### src/rtl/rr_burst_arbiter.sv
// Round-robin burst arbiter with two priority classes: a grant is held until last beat, burst cap or request drop.
// Optional stall watchdog enabled by defining RR_ARB_WATCHDOG_EN.
module rr_burst_arbiter #(
    parameter int unsigned NUM_MASTER  = 4,
    parameter int unsigned MAX_BURST   = 16,
    parameter int unsigned WDOG_CYCLES = 64
) (
    input  logic                  clk,
    input  logic                  rst,
    input  logic [NUM_MASTER-1:0] req,
    input  logic [NUM_MASTER-1:0] pri,
    input  logic                  beat_valid,
    input  logic                  beat_last,
    output logic [NUM_MASTER-1:0] grant,
    output logic [((NUM_MASTER > 1) ? $clog2(NUM_MASTER) : 1)-1:0] grant_id,
    output logic                  busy,
    output logic                  wdog_err
);

    localparam int unsigned IDW  = (NUM_MASTER > 1) ? $clog2(NUM_MASTER) : 1;
    localparam int unsigned CNTW = $clog2(MAX_BURST + 1);
    localparam int unsigned WDW  = (WDOG_CYCLES > 1) ? $clog2(WDOG_CYCLES) : 1;

    // Elaboration-time parameter sanity checks
    if (NUM_MASTER < 2) begin : g_bad_num_master
        $error("rr_burst_arbiter: NUM_MASTER must be >= 2");
    end
    if (MAX_BURST < 1) begin : g_bad_max_burst
        $error("rr_burst_arbiter: MAX_BURST must be >= 1");
    end
    if (WDOG_CYCLES < 1) begin : g_bad_wdog
        $error("rr_burst_arbiter: WDOG_CYCLES must be >= 1");
    end

    typedef enum logic {
        S_IDLE = 1'b0,
        S_BUSY = 1'b1
    } state_t;

    state_t                r_state;
    state_t                w_state_nxt;
    logic [NUM_MASTER-1:0] r_grant;
    logic [NUM_MASTER-1:0] w_grant_nxt;
    logic [IDW-1:0]        r_grant_id;
    logic [IDW-1:0]        w_grant_id_nxt;
    logic                  r_busy;
    logic                  w_busy_nxt;
    logic [IDW-1:0]        r_ptr;
    logic [IDW-1:0]        w_ptr_nxt;
    logic [CNTW-1:0]       r_beat_cnt;
    logic [CNTW-1:0]       w_beat_cnt_nxt;
    logic                  w_release;

    logic [NUM_MASTER-1:0] w_req_pri;
    logic [NUM_MASTER-1:0] w_cand;
    logic                  w_found;
    logic [IDW-1:0]        w_winner;
    int unsigned           w_idx;

`ifdef RR_ARB_WATCHDOG_EN
    logic [WDW-1:0]        r_wdog_cnt;
    logic [WDW-1:0]        w_wdog_cnt_nxt;
    logic                  r_wdog_err;
    logic                  w_wdog_err_nxt;
`endif

    // Candidate selection and rotating search upward from r_ptr+1
    always_comb begin
        w_req_pri = req & pri;
        w_cand    = (w_req_pri != '0) ? w_req_pri : req;
        w_found   = 1'b0;
        w_winner  = '0;
        w_idx     = 0;
        for (int unsigned k = 1; k <= NUM_MASTER; k++) begin
            w_idx = (32'(r_ptr) + k) % NUM_MASTER;
            if (!w_found && w_cand[IDW'(w_idx)]) begin
                w_found  = 1'b1;
                w_winner = IDW'(w_idx);
            end
        end
    end

    // Next-state and next-output logic
    always_comb begin
        w_state_nxt    = r_state;
        w_grant_nxt    = r_grant;
        w_grant_id_nxt = r_grant_id;
        w_busy_nxt     = r_busy;
        w_ptr_nxt      = r_ptr;
        w_beat_cnt_nxt = r_beat_cnt;
        w_release      = 1'b0;
`ifdef RR_ARB_WATCHDOG_EN
        w_wdog_cnt_nxt = r_wdog_cnt;
        w_wdog_err_nxt = 1'b0;
`endif
        case (r_state)
            S_IDLE: begin
                if (w_found) begin
                    w_state_nxt           = S_BUSY;
                    w_grant_nxt           = '0;
                    w_grant_nxt[w_winner] = 1'b1;
                    w_grant_id_nxt        = w_winner;
                    w_busy_nxt            = 1'b1;
                    w_ptr_nxt             = w_winner;
                    w_beat_cnt_nxt        = '0;
`ifdef RR_ARB_WATCHDOG_EN
                    w_wdog_cnt_nxt        = '0;
`endif
                end
            end
            S_BUSY: begin
                if (!req[r_grant_id]) begin
                    w_release = 1'b1;
                end else if (beat_valid && beat_last) begin
                    w_release = 1'b1;
                end else if (beat_valid && (r_beat_cnt == CNTW'(MAX_BURST - 1))) begin
                    w_release = 1'b1;
                end else if (beat_valid) begin
                    w_beat_cnt_nxt = r_beat_cnt + CNTW'(1);
`ifdef RR_ARB_WATCHDOG_EN
                end else if (r_wdog_cnt == WDW'(WDOG_CYCLES - 1)) begin
                    w_release      = 1'b1;
                    w_wdog_err_nxt = 1'b1;
`endif
                end
`ifdef RR_ARB_WATCHDOG_EN
                w_wdog_cnt_nxt = beat_valid ? '0 : (r_wdog_cnt + WDW'(1));
`endif
                if (w_release) begin
                    w_state_nxt    = S_IDLE;
                    w_grant_nxt    = '0;
                    w_grant_id_nxt = '0;
                    w_busy_nxt     = 1'b0;
                end
            end
            default: begin
                w_state_nxt    = S_IDLE;
                w_grant_nxt    = '0;
                w_grant_id_nxt = '0;
                w_busy_nxt     = 1'b0;
            end
        endcase
    end

    // State and output registers
    always_ff @(posedge clk or negedge rst) begin
        if (!rst) begin
            r_state    <= S_IDLE;
            r_grant    <= '0;
            r_grant_id <= '0;
            r_busy     <= 1'b0;
            r_ptr      <= IDW'(NUM_MASTER - 1);
            r_beat_cnt <= '0;
        end else begin
            r_state    <= w_state_nxt;
            r_grant    <= w_grant_nxt;
            r_grant_id <= w_grant_id_nxt;
            r_busy     <= w_busy_nxt;
            r_ptr      <= w_ptr_nxt;
            r_beat_cnt <= w_beat_cnt_nxt;
        end
    end

`ifdef RR_ARB_WATCHDOG_EN
    // Stall counter and error pulse
    always_ff @(posedge clk or negedge rst) begin
        if (!rst) begin
            r_wdog_cnt <= '0;
            r_wdog_err <= 1'b0;
        end else begin
            r_wdog_cnt <= w_wdog_cnt_nxt;
            r_wdog_err <= w_wdog_err_nxt;
        end
    end

    assign wdog_err = r_wdog_err;
`else
    assign wdog_err = 1'b0;
`endif

    assign grant    = r_grant;
    assign grant_id = r_grant_id;
    assign busy     = r_busy;

endmodule

### config.mk
export PLATFORM = sky130hd
export DESIGN_NAME = rr_burst_arbiter
export DESIGN_NICKNAME = d
export VERILOG_FILES = /design/src/rtl/rr_burst_arbiter.sv
export SDC_FILE = /design/constraint.sdc
export NUM_CORES = 1
export LEC_CHECK = 0
export BUFFER_PORTS_ARGS = -buffer_cell sky130_fd_sc_hd__buf_2
export CAP_MARGIN = 20
export CORE_MARGIN = 8
export CORE_UTILIZATION = 38
export DETAILED_ROUTE_END_ITERATION = 10
export SYNTH_ARGS = -nofsm -noshare
export SYNTH_HDL_FRONTEND = slang
export SYNTH_SLANG_ARGS = --single-unit
### constraint.sdc
create_clock -name clk -period 2.1 [get_ports clk]
set_clock_uncertainty 0.05 [all_clocks]
set_input_delay 0.315 -clock clk [delete_from_list [all_inputs] [get_ports clk]]
set_output_delay 0.315 -clock clk [all_outputs]
set_load 0.01 [all_outputs]
======== Yosys cells after proc, flatten, opt, wreduce, memory -nomap -nowiden ========
Cells that the tools add are included.
storage, ports and cells
  register bits ........................... 15
  bits in latches ......................... 0
  RAM bits ................................ 0
  ROM bits ................................ 0
  input bits .............................. 12
  output and inout port bits .............. 8
  logic and storage cells ................. 83
  memories kept ........................... 0
operators by class
  add/sub/neg operators ................... 5
  multipliers ............................. 0
  divide/modulo/power cells ............... 0
  order comparisons ....................... 7
  equal/unequal tests ..................... 7
  shift operators ......................... 0
  mux-type cells .......................... 43
  bitwise logic cells ..................... 2
  reduce and logical (&&, ||, !) cells .... 13
operators with widths
  kind                                                   number
  2-to-1 mux 5 bit                                       5
  < comparator 2 x 3 -> 1 bit, second input constant     6
  2-to-1 mux 1 bit                                       18
  2-to-1 mux 2 bit                                       6
  2-to-1 mux 4 bit                                       3
  binary-select mux 1 bit (select 2 bit)                 5
  one-hot mux 5 bit (2 select lines)                     1
  inequality test 2 bit, second input constant           4
  one-hot mux 4 bit (2 select lines)                     1
  logical AND 1 bit                                      6
  adder 5 x 1 -> 5 bit, second input constant            1
  == test 5 x 4 -> 1 bit, second input constant          1
  AND reduction 5 bit                                    1
  adder 2 x 1 -> 2 bit, second input constant            2
  adder 2 bit, second input constant                     2
  AND 4 bit                                              1
  inequality test 2 x 1 -> 1 bit, second input constant  2
  one-hot mux 1 bit (2 select lines)                     2
  one-hot mux 2 bit (2 select lines)                     1
  AND reduction 2 bit                                    2
  nonzero test 4 bit                                     1
  zero test 1 bit                                        3
  demux 1 bit (select 2 bit)                             1
  >= comparator 2 x 1 -> 1 bit, second input constant    1
  NOT 1 bit                                              1

======== Longest topological paths before layout ========
Gate-level depths: netlist of run 1.
  depth after elaboration ................. 21
  gate-level depth with buffers ........... 8
  depth with buffers taken out ............ 8

======== Least setup slack after synthesis of run 1 ========
Ideal clock, no wire load.
  path kind ............................... reg-to-reg
  from .................................... register r_beat_cnt[0]
  to ...................................... register r_beat_cnt[3]
  arrival time ............................ 1.662 ns
  setup slack ............................. 0.259 ns
  cell stages (with the launch flop) ...... 9
  clock period less this slack ............ 1.841 ns
  cells stage by stage .................... dfrtp_1 -> ha_1 -> and3_1 -> ha_1 -> o21ai_0 -> and2_1 -> nand3_2 -> o211ai_1 -> o31ai_1
on the way
  word-level cells in the longest chain between the ends .. 6
  elaborated cells between the ends (all ways) .. 10
  classes of those cells .................. add/sub (1); eq/ne (2); mux (5); reduce/logical (2)
RTL lines
  what                                RTL line  source
  from (decl)                         50        logic [CNTW-1:0] r_beat_cnt;
  from (signal assigned)              160       r_beat_cnt <= w_beat_cnt_nxt;
  adder 5 x 1 -> 5 bit                119       w_beat_cnt_nxt = r_beat_cnt + CNTW'(1);
  2-to-1 mux 5 bit                    118       end else if (beat_valid) begin
  2-to-1 mux 5 bit                    116       end else if (beat_valid && (r_beat_cnt == CNTW'(MAX_BURST - 1))) begin
  2-to-1 mux 5 bit                    114       end else if (beat_valid && beat_last) begin
  2-to-1 mux 5 bit                    112       if (!req[r_grant_id]) begin
  one-hot mux 5 bit (2 select lines)  96        case (r_state)
Several ways; a longest one is shown, not always the timed one. The select of a mux whose other input is x is not followed.
A chain may end at the register's enable or synchronous reset.

======== Worst setup path in the final report of run 1 ========
  from .................................... register r_beat_cnt[0]
  to ...................................... register r_beat_cnt[2]
Same word-level chain as after synthesis.

==> summary.log, run 1 <==
INFO  synth          synth_area_leader_cell=sky130_fd_sc_hd__dfrtp_1
INFO  power_and_ir_drop max-vdd-ir-drop=0.000819V
INFO  worst_setup_path cp.arrival=2.03ns
INFO  min_path       hold-path-cell-count=3
INFO  cells_and_area layout-drive-gt1-share=28.1%
INFO  placement      dp.final_hpwl=1.73mm
INFO  clocking       cts.sinks=15
INFO  clocking       clock_tree.buffer_depth=2
INFO  synth          synth_area_per_cell=9.53um^2
INFO  cells_and_area multi_input_comb_area=571um^2
INFO  worst_setup_path r2r_cells=8
INFO  global_route   grtUsageTotal=10.4%
INFO  worst_setup_path critical_path_peak_fanout=9
INFO  worst_setup_path max_stage_delay=0.43ns
INFO  floorplan      placeableCoreArea=2520um^2
INFO  synth          yosys_warnings=0
INFO  global_route   grt_pass1_vias=802
INFO  cells_and_area antenna_cells=0
INFO  route          dr.first_iter.drc_count=63
INFO  placement      finalWeightedCongestion=0.840
INFO  global_route   grt_start_max_net_pins=16
INFO  cells_and_area register_area=378um^2
INFO  worst_setup_path setup.worst_path.end_class=register
INFO  flow_run       maxCapViolations=0
INFO  timing         whs=0.343ns
INFO  route          antenna_violating_nets_post_route=0
INFO  route          postRouteWirelength=2.23mm
INFO  placement      placement.cell_area=1090um^2
INFO  timing         rsz_0062_raised_after_global_routing=no
INFO  synth          synth_top_flop_cell=sky130_fd_sc_hd__dfrtp_1
INFO  floorplan      num_io_pins=20
INFO  worst_setup_path worst-r2r-setup-slack=0.19ns
INFO  floorplan      fp.dieArea=4600um^2
INFO  cells_and_area synthToLayoutAreaGrowth=11.8%
INFO  floorplan      die_h=67.8um
INFO  route          wl_met1=1.06mm
INFO  cells_and_area leading_cell_type_in_the_layout_fill_and_taps_excluded=sky130_fd_sc_hd__buf_2
INFO  clocking       clock_tree_from_tritoncts=yes
INFO  timing         hold_viol_final=0
INFO  synth          postSynthCellCount=107
INFO  route          detailroute.via_count=887
INFO  clocking       clkLatencyLatePin=0.28ns
INFO  timing         fmaxAchievable=523MHz
INFO  floorplan      core.rowCount=18
INFO  worst_setup_path timing.critical_path.cells=ha_1 > and3_1 > ha_1 > o21ai_1 > and2_4 > nand3_4 > o211ai_1 > o31ai_1
INFO  worst_setup_path crit_path_top_delay_cell=sky130_fd_sc_hd__dfrtp_1
INFO  route          detailroute.wirelength.met2=989um
INFO  timing         tns=0ns
INFO  synth          mappedNetlistNets=121
INFO  power_and_ir_drop power.leakage=0.000501uW
INFO  min_path       holdCritPathClass=input port to register
INFO  timing         setup_viol=0
INFO  synth          synth.top_cells.by_area=sky130_fd_sc_hd__dfrtp_1 32%, sky130_fd_sc_hd__dfstp_2 5.2%, sky130_fd_sc_hd__o21ai_0 3.9%, sky130_fd_sc_hd__o2bb2ai_1 3.4%, sky130_fd_sc_hd__a222oi_1 2.9%
INFO  clocking       post-cts-setup-buffers=0
INFO  route          drt_pre_antenna_iters=4
INFO  synth          synth_enable_flop_cells=0
INFO  worst_setup_path criticalPathCategory=register to register
INFO  timing         final_period_minus_worst_setup_slack=1.91ns
INFO  clocking       root_buffer=sky130_fd_sc_hd__clkbuf_4
INFO  clocking       h-tree-depth=1
INFO  synth          asyncSetResetFlopFracSynth=100%
INFO  synth          netlist.area_leader.share=31.9%
INFO  global_route   globalRouteOverflowTotal=0
INFO  route          wl_met3=169um
INFO  clocking       cts_inserted_buffers=3
INFO  placement      io_buffers=18
INFO  route          top_layer=met4
INFO  route          detail_route.vias_per_cell=5.87
INFO  floorplan      floorplan.initialDensity=40.4%
INFO  cells_and_area cell_area_after_layout=1140um^2
INFO  route          drc=0
INFO  worst_setup_path critPathLaunchType=register
INFO  route          route.detailed.wl_per_inst=14.7um
INFO  global_route   grt_first_pass_wirelength=3.76mm
INFO  worst_setup_path cp_common_cell=sky130_fd_sc_hd__ha_1
INFO  synth          synth_sequential_area_ratio=37.1%
INFO  synth          synth.cell_area=1020um^2
INFO  synth          synth_seq_cells=15
INFO  timing         final_worst_path_cycle_share=91.1%
INFO  power_and_ir_drop pwr_density_cell=1070nW/um^2
INFO  cells_and_area most_frequent_cells_in_the_layout=18 x sky130_fd_sc_hd__buf_2, 13 x sky130_fd_sc_hd__dfrtp_1, 7 x sky130_fd_sc_hd__inv_1, 7 x sky130_fd_sc_hd__nand2_1, 7 x sky130_fd_sc_hd__o21ai_0
INFO  synth          synthDistinctLibCells=47
INFO  outcome        status=complete, no violations
INFO  global_route   grt_antenna_before_repair=0
INFO  cells_and_area nets=136
INFO  timing         timing.final.max_slew_violations=0
INFO  cells_and_area filler_cell_count=243
INFO  floorplan      dieWidth=67.8um
INFO  worst_setup_path crit_required=2.21ns
INFO  clocking       cts.reportedPaths.clkPinSlew=0.09ns
## state kept, by name, indices dropped and copies added (netlist names)
register,flops
grant,4
r_beat_cnt,5
busy,1
r_ptr,2
r_state,1
grant_id,2
## report_power, final
group / internal [uW] / total (uW) / switching (uW) / leakage, uW
clock network: 70.6 / 161 / 90.3 / 0.0000177
registers: 407 / 533 / 126 / 0.000193
logic: 245 / 528 / 283 / 0.000291
## timing repair
action                                 4_1_cts  5_1_grt
resized for setup                            0        3
hold buffers                                 1        0
endpoints found under the hold margin       13        0
setup endpoints to repair                    0        3
## layer usage
metal	track usage (%)	vias up
met1	14.6	416
met3	4.64	2
met2	14.3	34
met5	0	-
met4	2.30	0
li1	-	435
## worst max-delay path: cells and delay by family, from the launching register on
family,cells,cell delay [ns]
and+or+nand+nor,3,0.49
AOI/OAI and AO/OA,3,0.43
DFF,1,0.43
adders and majority gates,2,0.40
## cell usage after synthesis (2+ instances only)
master	n
sky130_fd_sc_hd__a21o_2	2
sky130_fd_sc_hd__nand3_1	5
sky130_fd_sc_hd__a222oi_1	3
sky130_fd_sc_hd__dfstp_2	2
sky130_fd_sc_hd__buf_2	5
sky130_fd_sc_hd__o31ai_1	2
sky130_fd_sc_hd__inv_1	7
sky130_fd_sc_hd__nor2_1	2
sky130_fd_sc_hd__a21oi_1	4
sky130_fd_sc_hd__a22o_1	3
sky130_fd_sc_hd__and3_1	2
sky130_fd_sc_hd__dfrtp_1	13
sky130_fd_sc_hd__o2bb2ai_1	4
sky130_fd_sc_hd__nand2_1	7
sky130_fd_sc_hd__o211ai_1	3
sky130_fd_sc_hd__ha_1	2
sky130_fd_sc_hd__buf_4	2
sky130_fd_sc_hd__a22oi_1	3
sky130_fd_sc_hd__o21ai_0	8
## cells by family after synthesis
group / after synthesis / synth area share (%)
multiplexers: 1 / 2.21
adder cells (fa/ha/maj): 2 / 2.45
buffers and inverters: 16 / 7.97
flip-flops: 15 / 37.1
AND/OR/NAND/NOR: 28 / 16.9
XOR/XNOR: 1 / 0.859
other: 1 / 0.368
AO/OA/AOI/OAI: 43 / 32.1
## cell type report
cell class	count	area share, %
clock buffers	3	1.98
clock inverters	1	0.439
inverters	7	2.31
multi-input cells	76	50.1
flip-flops and latches	15	33.2
well taps	30	3.29
repair buffers	19	8.78
## path summary, 6_finish.rpt
path,start,to
worst max-delay path,r_beat_cnt[0],r_beat_cnt[2]
worst min-delay path,beat_valid,r_beat_cnt[2]
worst max register to register,r_beat_cnt[0],r_beat_cnt[2]
worst min register to register,r_beat_cnt[3],r_beat_cnt[3]
max in group asynchronous,rst,r_ptr[0]
min in group asynchronous,rst,r_beat_cnt[1]
## stage by stage
step,power [uW],instances,util [%],setup slack (ns)
global placement,1050,146,43.3,0.0898
floorplan,909,107,-,0.259
global route,1330,151,45.2,0.0379
CTS,1220,151,44.8,0.0543
detailed placement,1050,146,43.3,0.0720
finish,1220,151,45.2,0.188
(Power assumes the default switching activity.)
==> run 2: changes to the inputs <==
- CORE_UTILIZATION: 38 -> 48
- PLACE_DENSITY: default -> 0.74
- clock period: 2.1 -> 1.63 ns (I/O delays scaled with it)
==> run 2 against run 1 <==
  * The flow now finishes with violations (negative setup slack)
  * Flip-flop and latch count did not move
  * Register-to-register slack worse by 0.41 ns
  * Worst setup slack got worse by 0.41 ns
  * Global-route usage up 6.9 points
  * Combinational power rose by 120%
  * Largest cell class unchanged
  * Largest power group is now combinational logic
==> summary.log, run 2 (synthesized netlist as in run 1, its figures left out) <==
INFO  outcome        status=finished, violations left
INFO  outcome        violations_in_the_final_reports=negative setup slack
INFO  route          postRouteWirelength=3.24mm [+45%]
INFO  cells_and_area largest_register_ffs=5 [unchanged]
INFO  power_and_ir_drop pwr_density_cell=1380nW/um^2 [+28%]
INFO  timing         whs=0.274ns [-0.0684 ns]
INFO  floorplan      core.rowCount=16 [-2]
INFO  timing         max_slew_margin=63.8%
INFO  timing         final_worst_path_cycle_share=114% [+23 points]
INFO  route          drc=0 [unchanged]
INFO  clocking       cts.sinks=15 [unchanged]
INFO  timing         fmaxAchievable=540MHz [+3.2%]
INFO  clocking       h-tree-depth=1 [unchanged]
INFO  worst_setup_path crit_required=1.79ns [-0.42 ns]
INFO  power_and_ir_drop max-vdd-ir-drop=0.00122V [+49%]
INFO  global_route   grt_first_pass_wirelength=4.94mm [+31%]
INFO  cells_and_area stdcell_count=178 [+18%]
INFO  placement      place_ws=-0.176ns [-0.248 ns]
INFO  cells_and_area leading_cell_type_in_the_layout_fill_and_taps_excluded=sky130_fd_sc_hd__buf_4
INFO  placement      dp.final_hpwl=2.10mm [+21%]
INFO  cells_and_area antenna_cells=0 [unchanged]
INFO  clocking       clock_tree_from_tritoncts=yes
INFO  min_path       hold-path-cell-count=3 [unchanged]
INFO  worst_setup_path r2r_cells=8 [unchanged]
INFO  cells_and_area nets=166 [+22%]
INFO  global_route   grtUsageTotal=17.3% [+6.9 points]
INFO  worst_setup_path critical_path_peak_fanout=6 [-3]
INFO  route          route.detailed.wl_per_inst=18.2um [+23%]
INFO  global_route   grt_pass1_vias=1062 [+32%]
INFO  cells_and_area synthToLayoutAreaGrowth=48.8%
INFO  floorplan      floorplan.initialDensity=51.5% [+11 points]
INFO  floorplan      fp.dieArea=3860um^2 [-16%]
INFO  placement      finalWeightedCongestion=1.02 [+21%]
INFO  route          detail_route.vias_per_cell=5.97 [+1.7%]
INFO  placement      placedCellCount=167 [+14%]
INFO  worst_setup_path cp.arrival=2.01ns [-0.02 ns]
INFO  power_and_ir_drop finalPower=2090uW [+71%]
INFO  cells_and_area filler_cell_count=119 [-51%]
INFO  global_route   grt.met1_usage=23.0% [+8.4 points]
INFO  floorplan      dieWidth=62.1um [-8.4%]
INFO  clocking       cts.reportedPaths.clkPinSlew=0.10ns [about the same]
INFO  timing         setup_slack=-0.223ns [-0.410 ns]
INFO  flow_run       maxCapViolations=0 [unchanged]
INFO  min_path       holdCritPathClass=input port to register
INFO  cells_and_area layout-drive-gt1-share=57.6% [+30 points]
INFO  timing         final_period_minus_worst_setup_slack=1.85ns [-0.0596 ns]
INFO  placement      io_buffers=18 [unchanged]
INFO  global_route   grt_antenna_before_repair=0 [unchanged]
INFO  timing         tns=-1.89ns [-1.89 ns]
INFO  timing         rsz_0062_raised_after_global_routing=yes
INFO  global_route   global_route.usage.met3=4.12% [-0.52 points]
INFO  route          dr.first_iter.drc_count=85 [+35%]
INFO  global_route   globalRouteOverflowTotal=0 [unchanged]
INFO  floorplan      die_h=62.1um [-8.4%]
INFO  timing         setup_viol=13 [+13]
INFO  power_and_ir_drop power.leakage=0.000682uW [+36%]
INFO  route          detailroute.via_count=1063 [+20%]
INFO  route          antenna_violating_nets_post_route=0 [unchanged]
INFO  floorplan      placeableCoreArea=1980um^2 [-21%]
INFO  route          drt_pre_antenna_iters=5 [+1]
INFO  clocking       clkLatencyLatePin=0.29ns [about the same]
INFO  cells_and_area most_frequent_cells_in_the_layout=28 x sky130_fd_sc_hd__buf_4, 18 x sky130_fd_sc_hd__buf_2, 13 x sky130_fd_sc_hd__dfrtp_1
INFO  clocking       clock_tree.buffer_depth=2 [unchanged]
INFO  global_route   globalRouteMet2Util=26.8% [+13 points]
INFO  timing         tightestPinTransition=0.543ns
INFO  worst_setup_path setup.worst_path.end_class=register
INFO  timing         timing.final.max_slew_violations=0 [unchanged]
INFO  clocking       root_buffer=sky130_fd_sc_hd__clkbuf_4
INFO  cells_and_area max_flop_register=r_beat_cnt
INFO  floorplan      num_io_pins=20 [unchanged]
INFO  clocking       cts_inserted_buffers=3 [unchanged]
INFO  global_route   grt-busiest-layer=met2
INFO  worst_setup_path criticalPathCategory=register to register
INFO  global_route   grt_start_max_net_pins=16 [unchanged]
INFO  timing         hold_viol_final=0 [unchanged]
INFO  worst_setup_path critPathLaunchType=register
-- run 2: cell count changes in the layout (fill, tap and decap cells not counted), sizes merged --
cell,previous run,this run
clkinv,1,0
buf,18,48
clkinvlp,0,1
-- run 2: worst paths after layout --
kind                                from             to  slack, ns
hold reg to reg                 grant[1]       grant[1]       0.45
min in group asynchronous            rst  r_beat_cnt[1]       0.32
hold / removal                beat_valid  r_beat_cnt[3]       0.27
setup reg to reg           r_beat_cnt[1]  r_beat_cnt[0]      -0.22
setup / recovery           r_beat_cnt[1]  r_beat_cnt[0]      -0.22
max in group asynchronous            rst       r_ptr[1]       0.90
-- run 2: stage by stage --
| step | util (%) | cell area, um^2 |
|---|---|---|
| global placement | 65.8 | 1310 |
| floorplan | - | 1060 |
| detailed placement | 65.8 | 1310 |
| finish | 76.6 | 1520 |
| global route | 76.6 | 1520 |
| CTS | 73.0 | 1450 |
-- run 2: what timing repair did --
item / CTS / global route
hold endpoints to repair: 13 / 0
setup buffers: 4 / 2
cloned: 0 / 0
endpoints found under the setup margin: 13 / 15
pin swaps: 7 / 6
hold buffers: 1 / 0
resized for setup: 19 / 14
-- run 2: layout make-up --
cell class,count,area (um^2),share of cell area [%]
Tap cell,27,33.8,2.23
Clock inverter,1,7.51,0.495
Inverter,7,26.3,1.73
Clock buffer,3,22.5,1.48
Sequential cell,15,378,24.9
Timing Repair Buffer,49,333,21.9
Multi-Input combinational cell,76,717,47.2
-- run 2: where the power goes --
| part | internal [uW] | switching, uW | total, uW | leakage [uW] |
|---|---|---|---|---|
| Combinational | 594 | 573 | 1170 | 0.000475 |
| Clock | 93.4 | 132 | 225 | 0.0000139 |
| Sequential | 525 | 172 | 697 | 0.000193 |
| Total | 1210 | 877 | 2090 | 0.000682 |
-- run 2: critical path, stage by stage (launching register included) --
cell                        delay (ns)
sky130_fd_sc_hd__dfrtp_1          0.40
sky130_fd_sc_hd__ha_2             0.19
sky130_fd_sc_hd__and3_4           0.17
sky130_fd_sc_hd__ha_4             0.15
sky130_fd_sc_hd__o21ai_2          0.11
sky130_fd_sc_hd__and2_4           0.17
sky130_fd_sc_hd__nand3_4          0.12
sky130_fd_sc_hd__xnor2_2          0.24
sky130_fd_sc_hd__o2bb2ai_1        0.16
-- run 2: layer usage --
| metal | routed length, um | up-vias | share of wire (%) |
|---|---|---|---|
| li1 | - | 495 | - |
| met1 | 1360 | 527 | 42 |
| met2 | 1640 | 37 | 51 |
| met3 | 214 | 4 | 6.6 |
| met4 | 25 | 0 | 0.77 |
| met5 | 0 | - | 0 |
